--- src/rtl/mux_scan_pkg.sv ---
// Shared types and constants for the mux select scanner.
// Holds the scanner state encoding, the word counter width and helpers
// that derive the first and last scan index from WIDTH and MSB_FIRST.
package mux_scan_pkg;

    typedef enum logic {
        IDLE = 1'b0,
        SCAN = 1'b1
    } scan_state_e;

    localparam int WORD_CNT_W = 8;

    // First index presented after a word is loaded.
    function automatic int scan_start(input int width, input bit msb_first);
        return msb_first ? (width - 1) : 0;
    endfunction

    // Final index of a word, opposite end from scan_start.
    function automatic int scan_end(input int width, input bit msb_first);
        return msb_first ? 0 : (width - 1);
    endfunction

endpackage

--- src/rtl/mux_sel_scanner_counter.sv ---
// Loadable up/down select counter for the mux select scanner.
// Load has priority over enable. The next value is exported so the parent
// can register flags that line up with the counter output.
module mux_sel_counter #(
    parameter int SEL_W      = 3,
    parameter bit COUNT_DOWN = 1'b0
) (
    input  logic             clk,
    input  logic             rst_n,
    input  logic             load,
    input  logic             enable,
    input  logic [SEL_W-1:0] load_val,
    input  logic [SEL_W-1:0] end_val,
    output logic [SEL_W-1:0] count_q,
    output logic [SEL_W-1:0] count_d,
    output logic             at_end
);

    // Next count: load a start value, otherwise step one index when enabled.
    always_comb begin
        count_d = count_q;
        if (load) begin
            count_d = load_val;
        end else if (enable) begin
            if (COUNT_DOWN) begin
                count_d = count_q - SEL_W'(1);
            end else begin
                count_d = count_q + SEL_W'(1);
            end
        end
    end

    // Count register, cleared asynchronously.
    always_ff @(posedge clk or negedge rst_n) begin
        if (!rst_n) begin
            count_q <= '0;
        end else begin
            count_q <= count_d;
        end
    end

    assign at_end = (count_q == end_val);

endmodule

--- src/rtl/mux_sel_scanner.sv ---
// Upstream driver for an 8:1 style mux: accepts a word over valid/ready,
// holds it on data_out and walks sel_out through every index, one per clock.
// Back-to-back words are loaded on the last index with no idle gap.
// Optional feature macro: MUX_SEL_SCANNER_STALL_EN adds a stall input that
// freezes the scan and masks bit_valid while asserted.
module mux_sel_scanner
    import mux_scan_pkg::*;
#(
    parameter int  WIDTH     = 8,
    parameter bit  MSB_FIRST = 1'b0,
    localparam int SEL_W     = $clog2(WIDTH)
) (
    input  logic                  clk,
    input  logic                  rst_n,
    input  logic                  in_valid,
    input  logic [WIDTH-1:0]      in_data,
`ifdef MUX_SEL_SCANNER_STALL_EN
    input  logic                  stall,
`endif
    output logic                  in_ready,
    output logic [WIDTH-1:0]      data_out,
    output logic [SEL_W-1:0]      sel_out,
    output logic                  bit_valid,
    output logic                  bit_last,
    output logic [WORD_CNT_W-1:0] word_cnt
);

    localparam logic [SEL_W-1:0] SCAN_START = SEL_W'(scan_start(WIDTH, MSB_FIRST));
    localparam logic [SEL_W-1:0] SCAN_END   = SEL_W'(scan_end(WIDTH, MSB_FIRST));

    scan_state_e           state_q, state_d;
    logic [WIDTH-1:0]      data_q, data_d;
    logic                  bit_valid_q, bit_valid_d;
    logic                  bit_last_q, bit_last_d;
    logic [WORD_CNT_W-1:0] word_cnt_q, word_cnt_d;

    logic [SEL_W-1:0]      sel_q;
    logic [SEL_W-1:0]      sel_d;
    logic                  at_end;
    logic                  stall_w;
    logic                  advance;
    logic                  scan_hold;
    logic                  word_done;
    logic                  accept;
    logic                  cnt_enable;

`ifdef MUX_SEL_SCANNER_STALL_EN
    assign stall_w = stall;
`else
    assign stall_w = 1'b0;
`endif

    assign advance    = (state_q == SCAN) && !stall_w;
    assign scan_hold  = (state_q == SCAN) && stall_w;
    assign word_done  = advance && at_end;
    assign in_ready   = (state_q == IDLE) || (advance && bit_last_q);
    assign accept     = in_valid && in_ready;
    assign cnt_enable = advance && !at_end;

    mux_sel_counter #(
        .SEL_W      (SEL_W),
        .COUNT_DOWN (MSB_FIRST)
    ) u_counter (
        .clk      (clk),
        .rst_n    (rst_n),
        .load     (accept),
        .enable   (cnt_enable),
        .load_val (SCAN_START),
        .end_val  (SCAN_END),
        .count_q  (sel_q),
        .count_d  (sel_d),
        .at_end   (at_end)
    );

    // Next-state logic: load on accept, retire the word on its last index.
    always_comb begin
        state_d     = state_q;
        data_d      = data_q;
        bit_valid_d = bit_valid_q;
        word_cnt_d  = word_cnt_q;
        if (accept) begin
            state_d     = SCAN;
            data_d      = in_data;
            bit_valid_d = 1'b1;
        end else if (word_done) begin
            state_d     = IDLE;
            bit_valid_d = 1'b0;
        end
        if (word_done) begin
            word_cnt_d = word_cnt_q + WORD_CNT_W'(1);
        end
        if (scan_hold) begin
            bit_last_d = bit_last_q;
        end else begin
            bit_last_d = (state_d == SCAN) && (sel_d == SCAN_END);
        end
    end

    // State, data and flag registers with asynchronous clear.
    always_ff @(posedge clk or negedge rst_n) begin
        if (!rst_n) begin
            state_q     <= IDLE;
            data_q      <= '0;
            bit_valid_q <= 1'b0;
            bit_last_q  <= 1'b0;
            word_cnt_q  <= '0;
        end else begin
            state_q     <= state_d;
            data_q      <= data_d;
            bit_valid_q <= bit_valid_d;
            bit_last_q  <= bit_last_d;
            word_cnt_q  <= word_cnt_d;
        end
    end

    assign data_out  = data_q;
    assign sel_out   = sel_q;
    assign bit_valid = bit_valid_q && !stall_w;
    assign bit_last  = bit_last_q;
    assign word_cnt  = word_cnt_q;

endmodule

--- config.mk ---
export PLATFORM = sky130hd
export DESIGN_NAME = mux_sel_scanner
export DESIGN_NICKNAME = d
export VERILOG_FILES = /design/src/rtl/mux_scan_pkg.sv /design/src/rtl/mux_sel_scanner_counter.sv /design/src/rtl/mux_sel_scanner.sv
export SDC_FILE = /design/constraint.sdc
export NUM_CORES = 1
export LEC_CHECK = 0
export CORE_AREA = 2 2 48 84
export CTS_BUF_LIST = sky130_fd_sc_hd__clkbuf_16
export CTS_CLUSTER_DIAMETER = 80
export DETAILED_ROUTE_END_ITERATION = 6
export DIE_AREA = 0 0 50 86
export HOLD_SLACK_MARGIN = 0.1
export PLACE_DENSITY_LB_ADDON = 0.15
export SETUP_SLACK_MARGIN = 0.5
export SYNTH_ARGS = -nofsm -noshare
export SYNTH_HDL_FRONTEND = slang
export SYNTH_SLANG_ARGS = --single-unit
--- constraint.sdc ---
create_clock -name clk -period 3.8 [get_ports clk]
set_input_delay 0.38 -clock clk [delete_from_list [all_inputs] [get_ports clk]]
set_output_delay 0.38 -clock clk [all_outputs]
set_load 0.02 [all_outputs]
==> metrics.csv <==
stage,metric,value,unit
die,chip width,50,um
setup_path,CP Launch Type,register,
logic_synthesis,synth top area cells,"dfrtp_1 58%, mux2_4 6.3%, mux2_2 5.9%",
cts,Max Root-Sink Buffers,2,
logic_synthesis,sequential share of the synthesized area,0.580,
logic_synthesis,Syn Area/Cell,13.4,um2
layout,"Design Area, Final",0.00138,mm2
setup_path,slowest cell on the critical path,clkdlybuf4s50_1,
global_routing,largest net degree at the start of global routing,23,
die,# IOs,33,
layout,Post-layout nets,119,
logic_synthesis,Synth Register Bits,22,
routing,drt first-iter violations,8,
outcome,status,"finished, final reports clean",
die,die area,0.00430,mm2
layout,"most common cell after layout, fill and taps aside",clkdlybuf4s50_1,
setup_path,Crit. End Element,output pin,
routing,drt via density,4.23,
routing,TritonRoute pass-1 iters,2,
timing,"Setup violations, final",0,
cts,clock root cell,clkbuf_16,
logic_synthesis,number of synthesized flops with an enable pin,0,
cts,Post-CTS Hold Buffers,0,
timing,setup TNS,0,ns
logic_synthesis,post-synthesis async set-or-reset flop share,1.00,
timing,final hold slack,0.464,ns
timing,Tcrit/Tclk final,0.470,
timing,highest clock rate,0.559,GHz
routing,DRC,0,
die,Die H,86,um
cts,clk slew on worst S/H paths,0.06,ns
logic_synthesis,post-synth top area cell,dfrtp_1,
setup_path,Crit Path Category,reg2out,
timing,skew final,0.00367,ns
global_routing,GRT Resource Usage Total,0.0972,
logic_synthesis,YS warnings,0,
placement,DP HPWL,1460,um
timing,Max Slew Vio Count,0,
timing,Hold Fails Final Rpt,0,
cts,Post-CTS Setup Bufs,0,
logic_synthesis,Post-synth top flop,dfrtp_1,
layout,area grow syn2layout,45.0,%
setup_path,Critical Path AT,1.41,ns
cts,CTS Buf Count,3,
hold_path,HP Class,reg2reg,
cts,H-tree levels,1,
cts,CTS tree,built,
setup_path,Critical Path Max Stage Delay,0.60,ns
global_routing,initial antenna violation count,0,
routing,DR WL/cell,13.0,um
routing,DRT Wirelength,1960,um
placement,Placer Congestion,0.641,
setup_path,WP data required,3.42,ns
logic_synthesis,Mapped Area,948,um2
setup_path,worst path bufs/invs,1,
logic_synthesis,library cells used by synthesis,23,
placement,Post-Place Setup Slack,2.13,ns
layout,fill cell count,353,
placement,"Cell Area, Placed",0.00130,mm2
die,num rows,29,
timing,Slew HR,0.333,
setup_path,crit path cell chain,"nand2b_2, clkdlybuf4s50_1",
logic_synthesis,syn_nets,85,
die,Starting Density,0.264,
logic_synthesis,share of the synthesized area in the top cell type,0.580,
placement,number of buffers added on ports,32,
timing,Worst-Margin Slew,0.997,ns
global_routing,gr ovfl total,0,
routing,total number of vias,635,
layout,most frequent cells in the layout,"32 x clkdlybuf4s50_1, 22 x dfrtp_1, 7 x nor2_1",
global_routing,vias in the first global route,668,
cts,Resized cells post-CTS,0,
power_and_ir_drop,Leakage Power,0.596,nW
power_and_ir_drop,Max rail drop VDD,391,uV
layout,share of layout cells above drive strength 1,0.135,
logic_synthesis,Syn Inst Count,71,
run,maxcap violations,0,
cts,clock latency on the worst-skew pair,0.25,ns
routing,Antenna Violating Nets Remaining,0,
timing,RSZ-0062 raised after global routing,no,
cts,# clock sinks,22,
die,core box area,0.00359,mm2
setup_path,"Max FO, Critical Path",6,
layout,Ant. Diodes,0,
setup_path,"delay-heaviest family, CP",buffers and inverters,
timing,Setup WS post-layout,2.01,ns
power_and_ir_drop,Pwr Density,832,mW/mm2
global_routing,first-pass GRT wire length,3110,um
timing,min Tclk post-route,1.79,ns
sequential cells by signal, summed over array words and instances (netlist names):
register and cells:
data_out 8, word_cnt 8, u_counter.count_q 3, advance 1, bit_last 1, bit_valid 1
through the flow:
stage          instances   util  power (W)
2_1_floorplan         71      -   0.000715
3_3_place_gp         146  0.361   0.000926
3_5_place_dp         146  0.361   0.000939
4_1_cts              150  0.383    0.00116
5_1_grt              150  0.383    0.00121
6_report             150  0.383    0.00114
area by class of cell:
class	count	area (um2)	share of cell area
clock inverters	1	3.75	0.00273
flip-flops and latches	22	551	0.400
well taps	46	57.6	0.0419
repair buffers	32	320	0.233
clock buffers	3	75.1	0.0546
multi-input cells	44	360	0.262
inverters	2	7.51	0.00546
per-layer routing:
metal / up-vias / global-route usage / part of all wire
met5: - / 0 / 0
met4: 0 / 0.0606 / 0.022
met3: 5 / 0.0192 / 0.033
met2: 18 / 0.163 / 0.54
met1: 311 / 0.111 / 0.40
li1: 301 / - / -
cells by family (layout without fill, tap and decap cells):
logic type,count (synthesis),in the layout,synth area share
fa+ha+maj,3,3,0.0396
xor+xnor,8,8,0.0739
simple gates,21,21,0.115
buf+inv,5,38,0.0396
compound gates,1,1,0.00792
mux,11,11,0.144
flops,22,22,0.580
where the power goes:
part           internal [W]  total, W  switching (W)
combinational      0.000288  0.000536       0.000248
sequential         0.000323  0.000390      0.0000667
clock              0.000140  0.000218      0.0000780
synth_stat cells (all sizes together), types with 2 or more instances:
library cell,instances
mux2i,2
ha,3
buf,2
nand3,3
mux2,9
dfrtp,22
xnor2,5
inv,2
nand2,3
nor2,7
xor2,3
worst paths after layout:
check	from	endpoint	slack [ns]	cells after the start
max in group asynchronous	rst_n	u_counter.count_q[1]	2.51	1
min	word_cnt[7]	word_cnt[7]	0.46	1
min reg2reg	word_cnt[7]	word_cnt[7]	0.46	1
max reg2reg	u_counter.count_q[0]	u_counter.count_q[2]	2.12	5
min in group asynchronous	rst_n	data_out[5]	0.68	1
max	advance	in_ready	2.01	2
(Power assumes the default switching activity.)
